<file path="src/rtl/conv_window_shift_pkg.sv">
// rtl/conv_window_shift_pkg.sv - shared types, defaults and stride clamp for the conv window shifter
package conv_window_shift_pkg;

  localparam int DATA_W_DEF = 16;
  localparam int LEN_DEF    = 8;
  localparam int CH_DEF     = 1;

  typedef logic [DATA_W_DEF-1:0]  sample_t;
  typedef sample_t [LEN_DEF-1:0]  window_t;

  typedef enum logic {FILL, SLIDE} win_state_e;

  // Out-of-range strides are folded into 1..len.
  function automatic int clamp_stride(input int stride, input int len);
    if (stride < 1) return 1;
    if (stride > len) return len;
    return stride;
  endfunction

endpackage

</file>
<file path="src/rtl/conv_window_shift_lane.sv">
// rtl/conv_window_shift_lane.sv - single-channel LEN-tap shift register, tap 0 oldest
module conv_lane_shift #(
  parameter int DATA_W = 16,
  parameter int LEN    = 8
) (
  input  logic                  clk,
  input  logic                  rst,
  input  logic                  i_clear,
  input  logic                  i_shift,
  input  logic [DATA_W-1:0]     i_sample,
  output logic [LEN*DATA_W-1:0] o_taps
);

  logic [LEN-1:0][DATA_W-1:0] r_taps;

  always_ff @(posedge clk or posedge rst) begin
    if (rst)          r_taps <= '0;
    else if (i_clear) r_taps <= '0;
    else if (i_shift) r_taps <= {i_sample, r_taps[LEN-1:1]};
  end

  assign o_taps = r_taps;

endmodule

</file>
<file path="src/rtl/conv_window_shift.sv">
// rtl/conv_window_shift.sv - sliding-window shifter feeding the MAC stage, CH lanes on one handshake
module conv_window_shift
  import conv_window_shift_pkg::*;
#(
  parameter int DATA_W = DATA_W_DEF,
  parameter int LEN    = LEN_DEF,
  parameter int CH     = CH_DEF,
  parameter int CNT_W  = $clog2(LEN+1)
) (
  input  logic                       clk,
  input  logic                       rst,
  input  logic                       i_clear,
  input  logic [CNT_W-1:0]           i_cfg_stride,
  input  logic [CH*DATA_W-1:0]       i_in_data,
  input  logic                       i_in_valid,
  input  logic                       i_in_last,
  output logic                       o_in_ready,
  output logic [CH*LEN*DATA_W-1:0]   o_out_data,
  output logic                       o_out_valid,
  input  logic                       i_out_ready
);

  win_state_e       r_state;
  logic [CNT_W-1:0] r_fill_cnt;
  logic [CNT_W-1:0] r_stride_cnt;
  logic [CNT_W-1:0] r_stride;
  logic             r_out_valid;

  logic             w_accept;
  logic             w_take;
  logic             w_new_win;
  logic [CNT_W-1:0] w_fill_next;
  logic [CNT_W-1:0] w_stride_next;

  assign o_in_ready    = !(r_out_valid && !i_out_ready);
  assign w_accept      = i_in_valid && o_in_ready;
  assign w_take        = r_out_valid && i_out_ready;
  assign w_fill_next   = r_fill_cnt + 1'b1;
  assign w_stride_next = r_stride_cnt + 1'b1;
  assign w_new_win     = w_accept &&
                         (((r_state == FILL) && (w_fill_next == CNT_W'(LEN))) ||
                          ((r_state == SLIDE) && (w_stride_next == r_stride)));
  assign o_out_valid   = r_out_valid;

  always_ff @(posedge clk or posedge rst) begin
    if (rst) begin
      r_state      <= FILL;
      r_fill_cnt   <= '0;
      r_stride_cnt <= '0;
      r_stride     <= CNT_W'(1);
      r_out_valid  <= 1'b0;
    end else if (i_clear) begin
      r_state      <= FILL;
      r_fill_cnt   <= '0;
      r_stride_cnt <= '0;
      r_out_valid  <= 1'b0;
    end else begin
      if (w_accept) begin
        if (r_fill_cnt == '0)
          r_stride <= CNT_W'(clamp_stride(int'(i_cfg_stride), LEN));
        // Row end wins over counting; a window completed by this sample is still flagged below.
        if (i_in_last) begin
          r_state      <= FILL;
          r_fill_cnt   <= '0;
          r_stride_cnt <= '0;
        end else if (r_state == FILL) begin
          r_fill_cnt <= w_fill_next;
          if (w_fill_next == CNT_W'(LEN)) begin
            r_stride_cnt <= '0;
            r_state      <= SLIDE;
          end
        end else begin
          r_stride_cnt <= (w_stride_next == r_stride) ? '0 : w_stride_next;
        end
      end
      if (w_new_win)   r_out_valid <= 1'b1;
      else if (w_take) r_out_valid <= 1'b0;
    end
  end

  for (genvar c = 0; c < CH; c++) begin : g_lane
    conv_lane_shift #(
      .DATA_W (DATA_W),
      .LEN    (LEN)
    ) u_lane (
      .clk      (clk),
      .rst      (rst),
      .i_clear  (i_clear),
      .i_shift  (w_accept),
      .i_sample (i_in_data[c*DATA_W +: DATA_W]),
      .o_taps   (o_out_data[c*LEN*DATA_W +: LEN*DATA_W])
    );
  end

endmodule

</file>
<file path="config.mk">
export PLATFORM = sky130hd
export DESIGN_NAME = conv_window_shift
export DESIGN_NICKNAME = d
export VERILOG_FILES = /design/src/rtl/conv_window_shift_pkg.sv /design/src/rtl/conv_window_shift_lane.sv /design/src/rtl/conv_window_shift.sv
export SDC_FILE = /design/constraint.sdc
export NUM_CORES = 1
export LEC_CHECK = 0
export BUFFER_PORTS_ARGS = -buffer_cell sky130_fd_sc_hd__buf_2
export CORE_MARGIN = 2
export CORE_UTILIZATION = 50
export CTS_CLUSTER_SIZE = 24
export DETAILED_ROUTE_END_ITERATION = 12
export GPL_ROUTABILITY_DRIVEN = 1
export HOLD_SLACK_MARGIN = 0.12
export PLACE_DENSITY_LB_ADDON = 0.05
export SYNTH_ARGS = -nofsm -noshare
export SYNTH_HDL_FRONTEND = slang
export SYNTH_SLANG_ARGS = --single-unit
export TNS_END_PERCENT = 20
</file>
<file path="constraint.sdc">
create_clock -name clk -period 8 [get_ports clk]
set_input_delay 2.4 -clock clk [delete_from_list [all_inputs] [get_ports clk]]
set_output_delay 2.4 -clock clk [all_outputs]
set_load 0.005 [all_outputs]
</file>
**After elaboration in Yosys (flattened, before gate mapping)**

Index checks and enable logic that the tools add are counted.

- Output and inout port bits: 130
- Bits in registers: 142
- Word-level logic and storage cells: 71
- Input port bits: 26

- Equality and inequality tests: 3
- Mux-type cells: 33
- Add/subtract/negate cells: 2
- Reductions and logical operators: 16
- Magnitude comparators: 2
- Bitwise gates (word level): 2

Operators with widths:

| cell | count |
|---|---|
| $mux 128 | 2 |
| $mux 4 | 13 |
| $mux 1 | 18 |
| $add 4x1->4 const B | 2 |
| $logic_and 1x1->1 | 6 |
| $eq 4x4->1 | 1 |
| $eq 4x4->1 const B | 1 |
| $gt 4x4->1 const B | 1 |
| $logic_not 4->1 | 1 |
| $lt 4x1->1 const B | 1 |
| $reduce_and 2->1 | 2 |
| $reduce_bool 4->1 | 1 |
| $ne 3x3->1 const B | 1 |
| $reduce_and 3->1 | 1 |
| $reduce_bool 3->1 | 1 |
| $logic_not 1->1 | 2 |
| $not 1->1 | 2 |
| $reduce_bool 2->1 | 1 |
| $logic_or 1x1->1 | 1 |

**Longest topological paths before layout**

Gate-level depths: netlist of run 1.

- Depth in word-level cells: 12
- Mapped depth: 7
- Mapped depth without buffers: 6

**Hierarchy**

From an unflattened synthesis of run 1, not the netlist that was laid out.

- Cell total of the unflattened synthesis: 497
- Area, all modules: 6123.4 um2

By module, submodules not included:

| module | area an instance (um2) | cells each | instances | seq. area each (um2) |
|---|---|---|---|---|
| conv_lane_shift | 5296.3 | 413 | 1 | 3203.1 |
| conv_window_shift | 827.0 | 84 | 1 | 351.6 |

**Least setup slack after synthesis of run 1**

No wires, ideal clock.

- Path kind: in2out
- Start: input i_out_ready
- End: output o_in_ready
- Arrival time: 2.591 ns
- Slack: 3.009 ns
- Path buffers: 0
- Data required time: 5.600 ns
- Cell stages on the path: 1
- Cells stage by stage: nand2b_2

- Cells in the longest elaborated chain, start to end: 3

RTL lines:

| element | RTL line | text |
|---|---|---|
| from (decl) | conv_window_shift.sv:20 | `input logic i_out_ready` |
| $logic_not 1->1 | conv_window_shift.sv:35 | `assign o_in_ready = !(r_out_valid && !i_out_ready);` |
| $logic_and 1x1->1 | conv_window_shift.sv:35 |  |
| $logic_not 1->1 | conv_window_shift.sv:35 |  |
| to (decl) | conv_window_shift.sv:17 | `output logic o_in_ready,` |

No other way between the ends.

**Worst setup path in the final report of run 1**

Same ends and word-level chain as after synthesis.

==> summary.md, run 1 <==
| Metric | Value |
|---|---|
| Slew Limit Fails | `0` |
| Setup TNS | `0 ps` |
| DRT antenna net count | `0` |
| Hold path endpoint | `r_stride[0]` |
| Post-synthesis cell type count | `40` |
| Hold_sp | `r_stride[0]` |
| GR Util All Layers | `23.1%` |
| Crit Path Category | `in -> out` |
| Critical Path End Type | `output port` |
| Total number of vias | `4807` |
| RSZ-0062 raised after global routing | `false` |
| CP arrival | `2870 ps` |
| Drt initial violations | `385` |
| First-pass GRT wire length | `23.4 mm` |
| VDD IR max | `0.147 mV` |
| Die Width | `112 µm` |
| Synthesis-to-finish area growth | `23.7%` |
| Lkg Pwr | `0.00357 µW` |
| Share of power burned in registers | `45.4%` |
| Endpoints failing setup | `0` |
| Most common cell after layout, fill and taps aside | `nand2_1` |
| Final HPWL DP | `9.10 mm` |
| Worst slew pin tran | `910 ps` |
| # port buffers | `155` |
| Worst relative slew slack | `39.3%` |
| Register bit total from synthesis | `142` |
| Worst r2r src | `o_out_valid` |
| Post-DR vias/cell | `5.15` |
| CP Launch Type | `input pin` |
| Total routed wirelength | `14.3 mm` |
| Int Power | `1270 µW` |
| Final Cell Area | `7280 µm²` |
| Slowest CP cell | `nand2b_2` |
| Post-synth EDFFs | `0` |
| Multi-input logic area | `2100 µm²` |
| Slowest Stage Delay on Critical Path | `220 ps` |
| Core Region | `11500 µm²` |
| CP max FO | `6` |
| Num CTS Buffers | `17` |
| Grt total ovfl | `0` |
| Final Hold Fails | `0` |
| Initial antenna violation count | `0` |
| PD cells | `225 nW/µm²` |
| Share of power burned in the clock network | `49.1%` |
| Logic pwr share | `5.5%` |
| Die H | `112 µm` |
| Ys flop type | `dfrtp_1` |
| GPL Wtd Cong | `0.823` |
| Synth Instances | `643` |
| Final WS setup | `2730 ps` |
| Clock root buffer | `clkbuf_16` |
| Largest net degree at the start of global routing | `94` |
| Initial Util | `51.3%` |
| Die ar. | `12600 µm²` |
| Critical path, cell by cell | `buf_2 > nand2b_2 > buf_2` |
| Post-synthesis sequential area ratio | `60.4%` |
| Maximum clock path buffer count | `2` |
| FMAX | `0.190 GHz` |
| Power Total | `1630 µW` |
| Flip-flop and latch area | `3550 µm²` |
| Row count | `39` |
| Number of global-route vias before repair | `4721` |
| N_diodes | `0` |
| Min Tclk post-route | `5270 ps` |
| Clock skew after layout | `5.08 ps` |
| Clock Sinks | `142` |
| Hold path depth | `2` |
| Worst slack, placed | `2730 ps` |
| Filler cells | `1048` |
| Io pins | `156` |
| Commonest cells after routing, fill and taps aside | `264 x nand2_1, 154 x buf_2, 141 x dfrtp_1` |
| Post-CTS Hold Buffers | `0` |
| Htree depth | `4` |
| YS warnings | `0` |
| Fin crit share | `65.9%` |
| R2R setup slack | `5590 ps` |
| Switch Pwr | `365 µW` |
| Clock transition at the registers of the reported paths | `50 ps` |
| Share of cells above drive strength 1 | `25.7%` |
| R2R Path End | `r_fill_cnt[1]` |
| Switching Fraction | `22.4%` |
| Skew-Pair Late Insertion Delay | `410 ps` |
| Synthesized cell area | `5880 µm²` |
| Drt first pass iters | `4` |
| DR WL/cell | `15.3 µm` |
| Worst Reg-to-Reg Cells | `6` |
| Syn nets | `672` |
| Postcts setup bufs | `0` |
| Placed cell area | `6670 µm²` |
| Status | `completed` |
| Synthesized area per cell | `9.15 µm²` |
| Most frequent cell on the critical path | `buf_2` |
| DRC Markers | `0` |
| CTS tree | `yes` |
| Max Cap Viol | `0` |
| Hold/Removal Path Class | `reg -> reg` |
| Asr flop ratio synth | `100%` |
| Layout Nets | `806` |
| CP Data Required Time | `5600 ps` |
| Resized Gates After CTS | `0` |
## per-stage QoR
| stage | hold slack (ps) | cells | util (%) |
|---|---|---|---|
| 2_1_floorplan | 457 | 643 | - |
| 3_3_place_gp | 468 | 901 | 58.1 |
| 3_5_place_dp | 482 | 901 | 58.1 |
| 4_1_cts | 490 | 933 | 63.4 |
| 5_1_grt | 514 | 933 | 63.4 |
| 6_report | 484 | 933 | 63.4 |
## power by group through the flow
| stage | logic, µW | clock network [µW] | registers [µW] |
|---|---|---|---|
| finish | 90.0 | 803 | 741 |
| global route | 102 | 849 | 742 |
| CTS | 92.0 | 817 | 741 |
| detailed placement | 91.8 | 0 | 754 |
| global placement | 89.8 | 0 | 753 |
| floorplan | 63.4 | 0 | 753 |
## cells by family (layout without fill, tap and decap cells)
kind of cell	after synthesis	count (layout)	share of synthesized area [%]
simple gates	290	290	19.5
compound gates	150	150	14.0
flops	142	142	60.4
buf+inv	49	196	4.04
xor+xnor	6	6	0.893
fa+ha+maj	3	3	0.638
mux	3	3	0.532
## worst max path at each step
stage	start	to	slack (ps)
after detailed placement	i_out_ready	o_in_ready	2730
after floorplan	rst	g_lane[0].u_lane.o_taps[0]	1790
final	i_out_ready	o_in_ready	2730
after global routing	i_out_ready	o_in_ready	2700
after CTS	i_out_ready	o_in_ready	2730
after global placement	i_out_ready	o_in_ready	2740
## registers in the layout, summed over array words and instances (netlist names)
register and flops:
r_fill_cnt 4, r_stride 4, r_state 1, r_stride_cnt 4
o_out_valid 1, g_lane.u_lane.o_taps 128
## cell type report
class,count,area share [%]
clock buffers,21,6.47
clock inverters,11,1.91
inverters,5,0.327
multi-input cells,452,28.9
flip-flops and latches,142,48.9
well taps,143,2.46
repair buffers,159,11.1
## worst max-delay path: cells and delay by family
family	cells	cell delay, ps
buffers and inverters	2	240
and+or+nand+nor	1	220
## per-layer routing
layer / up-vias / track usage (%) / wire length (µm)
met5: - / 0 / 0
met4: 0 / 9.51 / 341
met3: 26 / 5.51 / 756
met2: 145 / 35.4 / 6660
met1: 2273 / 31.9 / 6550
li1: 2363 / - / -
## Yosys cell counts, types with 2 or more instances
master      n  share of area, %
nand2_1   265                17
dfrtp_1   141                60
a21oi_1   132                11
clkbuf_1   18               1.1
buf_2      16               1.4
buf_4       9               1.1
nor2_1      7              0.45
inv_1       5              0.32
xnor2_1     5              0.74
nand2b_1    4              0.43
ha_1        3              0.64
nand3_1     3              0.26
o21ai_0     3              0.26
mux2i_1     2              0.34
nand3b_1    2              0.26
nor3_1      2              0.17
o21bai_1    2              0.26
o31ai_1     2              0.26
(Power assumes the default switching activity.)
==> inputs of run 2 (changes only) <==
==> constraint.sdc (replaced) <==
create_clock -name clk -period 5 [get_ports clk]
set_input_delay 1.5 -clock clk [delete_from_list [all_inputs] [get_ports clk]]
set_output_delay 1.5 -clock clk [all_outputs]
set_load 0.005 [all_outputs]
==> summary.md, run 2 (synthesized netlist as in run 1, its figures left out) <==
| Metric | Value |
|---|---|
| Switching Fraction | `22.7% (+0.30 points)` |
| GPL Wtd Cong | `0.830 (+0.83%)` |
| Final HPWL DP | `8.96 mm (-1.5%)` |
| Worst relative slew slack | `42.1% (+2.8 points)` |
| Total routed wirelength | `14.0 mm (-2.3%)` |
| Drt first pass iters | `5 (+1)` |
| DR WL/cell | `15.0 µm (-1.9%)` |
| Fin crit share | `69.7%` |
| Endpoints failing setup | `0 (unchanged)` |
| VDD IR max | `0.265 mV (+80%)` |
| DRT antenna net count | `0 (unchanged)` |
| Resized Gates After CTS | `0 (unchanged)` |
| CP Data Required Time | `3500 ps (-2100 ps)` |
| Critical Path End Type | `output port` |
| DRC Markers | `0 (unchanged)` |
| Layout Nets | `807 (+0.12%)` |
| Clock root buffer | `clkbuf_16` |
| Min Tclk post-route | `3480 ps` |
| Synthesis-to-finish area growth | `22.1%` |
| Die ar. | `12600 µm² (unchanged)` |
| Number of global-route vias before repair | `4584 (-2.9%)` |
| # port buffers | `155 (unchanged)` |
| CP max FO | `6 (unchanged)` |
| Post-DR vias/cell | `5.21 (+1.1%)` |
| Die Width | `112 µm (unchanged)` |
| Num CTS Buffers | `17 (unchanged)` |
| Grt total ovfl | `0 (unchanged)` |
| Share of power burned in registers | `49.4% (+4.0 points)` |
| Most common cell after layout, fill and taps aside | `nand2_1` |
| Logic pwr share | `6.1% (+0.6 points)` |
| Worst slack, placed | `1520 ps (-1200 ps)` |
| Met2 wire length | `6.48 mm (-2.7%)` |
| Total number of vias | `4838 (+0.64%)` |
| R2R setup slack | `3100 ps (-2490 ps)` |
| Lkg Pwr | `0.00352 µW (-1.5%)` |
| Initial antenna violation count | `0 (unchanged)` |
| Worst slew pin tran | `868 ps (-42.0 ps)` |
| Setup TNS | `0 ps (unchanged)` |
| Hold WS | `484 ps (-0.671 ps)` |
| Largest net degree at the start of global routing | `143 (+52%)` |
| Share of cells above drive strength 1 | `24.7% (-1.0 points)` |
| PD cells | `334 nW/µm² (+49%)` |
| Share of power burned in the clock network | `44.5% (-4.6 points)` |
| CTS tree | `yes` |
| FMAX | `0.287 GHz` |
| Row count | `39 (unchanged)` |
| Clock skew after layout | `3.27 ps (-1.81 ps)` |
| Final Hold Fails | `0 (unchanged)` |
| Switch Pwr | `544 µW (+49%)` |
| Skew-Pair Late Insertion Delay | `410 ps (about the same)` |
| Drt initial violations | `400 (+3.9%)` |
| Slew Limit Fails | `0 (unchanged)` |
| RSZ-0062 raised after global routing | `false` |
| Max Cap Viol | `0 (unchanged)` |
| Commonest cells after routing, fill and taps aside | `264 x nand2_1, 154 x buf_2, 141 x dfrtp_1` |
| Status | `completed` |
| Int Power | `1860 µW (+46%)` |
| Top Metal Used | `met4` |
| Die H | `112 µm (unchanged)` |
| Initial Util | `51.3% (unchanged)` |
| Clock transition at the registers of the reported paths | `50 ps (about the same)` |
| Largest register FFs | `128 (unchanged)` |
| N_diodes | `0 (unchanged)` |
| Postcts setup bufs | `0 (unchanged)` |
| Htree depth | `4 (unchanged)` |
| CP Launch Type | `input pin` |
| Wire length on met3 | `949 µm (+26%)` |
| Clock Sinks | `142 (unchanged)` |
| Metal-1 WL | `6.29 mm (-4.0%)` |
| Io pins | `156 (unchanged)` |
| First-pass GRT wire length | `22.8 mm (-2.9%)` |
| Core Region | `11500 µm² (unchanged)` |
| Final WS setup | `1520 ps (-1210 ps)` |
| Filler cells | `1055 (+0.67%)` |
| Maximum clock path buffer count | `2 (unchanged)` |
| CP arrival | `1980 ps (-890 ps)` |
| GR Util All Layers | `22.4% (-0.65 points)` |
| Crit Path Category | `in -> out` |
| Hold/Removal Path Class | `reg -> reg` |
| Post-CTS Hold Buffers | `0 (unchanged)` |
## run 2: cell types whose count changed in the layout (fill, tap and decap cells not counted)
| cell | previous run | this run |
|---|---|---|
| clkbuf_1 | 1 | 6 |
| buf_4 | 5 | 4 |
| clkbuf_8 | 3 | 2 |
| buf_12 | 0 | 2 |
| inv_6 | 1 | 0 |
| clkinv_4 | 1 | 0 |
| clkinv_2 | 5 | 1 |
| bufinv_16 | 3 | 0 |
## run 2: cell type report
type                            instances  area, µm²  share of cell area, %
Clock inverter                          2       12.5                  0.174
Tap cell                              143        179                   2.49
Clock buffer                           25        475                   6.62
Sequential cell                       142       3550                   49.5
Inverter                                5       22.5                  0.313
Multi-Input combinational cell        452       2100                   29.2
Timing Repair Buffer                  160        841                   11.7
## run 2: worst paths after layout
check | start | endpoint | cells past startpoint
setup reg to reg | o_out_valid | g_lane[0].u_lane.o_taps[99] | 5
min in group asynchronous | rst | g_lane[0].u_lane.o_taps[11] | 3
hold / removal | r_stride[0] | r_stride[0] | 2
setup / recovery | i_out_ready | o_in_ready | 3
hold reg to reg | r_stride[0] | r_stride[0] | 2
max in group asynchronous | rst | g_lane[0].u_lane.o_taps[117] | 3
## run 2: metal layers
layer | track usage [%] | vias up
met4 | 8.21 | 0
met3 | 6.97 | 23
met1 | 31.5 | 2311
li1 | - | 2361
met2 | 33.3 | 143
met5 | 0 | -
## run 2: metrics by stage
| step | instance area, µm² | util (%) | power, µW | cells |
|---|---|---|---|---|
| 4_1_cts | 7190 | 62.7 | 2430 | 929 |
| 5_1_grt | 7190 | 62.7 | 2490 | 929 |
| 3_3_place_gp | 6700 | 58.4 | 1350 | 902 |
| 6_report | 7190 | 62.7 | 2400 | 929 |
| 2_1_floorplan | 5890 | - | 1310 | 643 |
| 3_5_place_dp | 6700 | 58.4 | 1350 | 902 |
## run 2: critical path, cell delays in order
cell      delay (ps)
buf_2             90
nand2b_2         230
buf_2            160
## run 2: power by group through the flow
stage	logic (µW)	clock network (µW)	registers, µW
2_1_floorplan	102	0	1200
3_3_place_gp	146	0	1200
3_5_place_dp	149	0	1210
4_1_cts	149	1090	1190
5_1_grt	165	1140	1190
6_report	146	1070	1190
==> inputs of run 3 (changes only) <==
==> constraint.sdc (replaced) <==
create_clock -name clk -period 3.3 [get_ports clk]
set_input_delay 0.99 -clock clk [delete_from_list [all_inputs] [get_ports clk]]
set_output_delay 0.99 -clock clk [all_outputs]
set_load 0.005 [all_outputs]
==> summary.md, run 3 (synthesized netlist as in run 1, its figures left out) <==
| Metric | Value |
|---|---|
| Initial antenna violation count | `0 (unchanged)` |
| DR WL/cell | `15.4 µm (+2.1%)` |
| N_diodes | `0 (unchanged)` |
| Initial Util | `51.3% (unchanged)` |
| Fin crit share | `74.2%` |
| GR Util All Layers | `23.4% (+0.92 points)` |
| Slew Limit Fails | `0 (unchanged)` |
| CP arrival | `1460 ps (-520 ps)` |
| Number of global-route vias before repair | `4723 (+3.0%)` |
| Clock root buffer | `clkbuf_16` |
| Grt total ovfl | `0 (unchanged)` |
| Final Cell Area | `7350 µm² (+2.3%)` |
| Drt first pass iters | `5 (unchanged)` |
| Die ar. | `12600 µm² (unchanged)` |
| Placed cell area | `6770 µm² (+1.0%)` |
| Htree depth | `4 (unchanged)` |
| # port buffers | `155 (unchanged)` |
| Resized Gates After CTS | `0 (unchanged)` |
| PD cells | `534 nW/µm² (+60%)` |
| Largest net degree at the start of global routing | `74 (-48%)` |
| Post-CTS Hold Buffers | `0 (unchanged)` |
| Largest register FFs | `128 (unchanged)` |
| Clock Sinks | `142 (unchanged)` |
| Drt initial violations | `433 (+8.3%)` |
| Synthesis-to-finish area growth | `25.0%` |
| Clock transition at the registers of the reported paths | `60 ps (about the same)` |
| Total number of vias | `4970 (+2.7%)` |
| Worst relative slew slack | `54.3% (+12 points)` |
| Die Width | `112 µm (unchanged)` |
| Core Region | `11500 µm² (unchanged)` |
| CP max FO | `6 (unchanged)` |
| Row count | `39 (unchanged)` |
| Maximum clock path buffer count | `2 (unchanged)` |
| Die H | `112 µm (unchanged)` |
| Clock skew after layout | `7.86 ps (+4.59 ps)` |
| Min Tclk post-route | `2450 ps` |
| Hold/Removal Path Class | `reg -> reg` |
| Endpoints failing setup | `0 (unchanged)` |
| Status | `completed` |
| DRC Markers | `0 (unchanged)` |
| Post-DR vias/cell | `5.29 (+1.6%)` |
| Most common cell after layout, fill and taps aside | `nand2_1` |
| CP Launch Type | `input pin` |
| Total routed wirelength | `14.4 mm (+3.2%)` |
| RSZ-0062 raised after global routing | `false` |
| Skew-Pair Late Insertion Delay | `410 ps (about the same)` |
| Final HPWL DP | `9.49 mm (+5.9%)` |
| Max Cap Viol | `0 (unchanged)` |
| Power Total | `3930 µW (+64%)` |
| Critical Path End Type | `output port` |
| Worst slew pin tran | `686 ps (-183 ps)` |
| DRT antenna net count | `0 (unchanged)` |
| GPL Wtd Cong | `0.821 (-1.1%)` |
| CP Data Required Time | `2310 ps (-1190 ps)` |
| Final Hold Fails | `0 (unchanged)` |
| CTS tree | `yes` |
| Crit Path Category | `in -> out` |
| Io pins | `156 (unchanged)` |
| Commonest cells after routing, fill and taps aside | `264 x nand2_1, 154 x buf_2, 141 x dfrtp_1` |
| Num CTS Buffers | `17 (unchanged)` |
| Share of cells above drive strength 1 | `25.6% (+0.95 points)` |
| Postcts setup bufs | `0 (unchanged)` |
| Lkg Pwr | `0.00361 µW (+2.5%)` |
| First-pass GRT wire length | `23.7 mm (+4.2%)` |
| Layout Nets | `813 (+0.74%)` |
| VDD IR max | `0.359 mV (+36%)` |
| Setup TNS | `0 ps (unchanged)` |
| FMAX | `0.409 GHz` |
[run 3: cell count changes in the layout (fill, tap and decap cells not counted), sizes merged]
cell / change
clkinv: +2
clkinvlp: -1
bufinv: +3
buf: +6
[run 3: worst max-delay path, cell delays in order]
cell and delay, ps:
buf_2 90, nand2b_2 220, buf_2 150
[run 3: stage by stage]
step	utilization [%]	hold slack, ps	std cells	worst slack (ps)
2_1_floorplan	-	457	643	534
3_3_place_gp	59.0	469	908	863
3_5_place_dp	59.0	479	908	824
4_1_cts	64.1	487	939	854
5_1_grt	64.1	518	939	828
6_report	64.1	490	939	853
[run 3: worst paths after layout]
| path | slack [ps] | cells past startpoint | end | startpoint |
|---|---|---|---|---|
| max in group asynchronous | 1870 | 3 | g_lane[0].u_lane.o_taps[77] | rst |
| worst min register to register | 490 | 2 | r_stride[0] | r_stride[0] |
| worst max register to register | 1570 | 5 | g_lane[0].u_lane.o_taps[119] | o_out_valid |
| min in group asynchronous | 650 | 2 | g_lane[0].u_lane.o_taps[26] | rst |
| worst min-delay path | 490 | 2 | r_stride[0] | r_stride[0] |
| worst max-delay path | 850 | 3 | o_in_ready | i_out_ready |
[run 3: report_power, final]
group | switching (µW) | internal, µW
Clock | 675 | 1220
Sequential | 23.2 | 1770
Combinational | 160 | 72.2
[run 3: routing by layer]
metal / vias to the layer above / track usage, % / wire (µm)
li1: 2380 / - / -
met1: 2376 / 32.2 / 6350
met2: 186 / 35.0 / 6690
met3: 28 / 6.37 / 999
met4: 0 / 10.2 / 377
met5: - / 0 / 0
[run 3: area by class of cell]
type,count,area [µm²]
Clock inverter,6,109
Timing Repair Buffer,166,911
Clock buffer,25,475
Multi-Input combinational cell,452,2100
Fill cell,1013,4120
Sequential cell,142,3550
Inverter,5,22.5
Tap cell,143,179
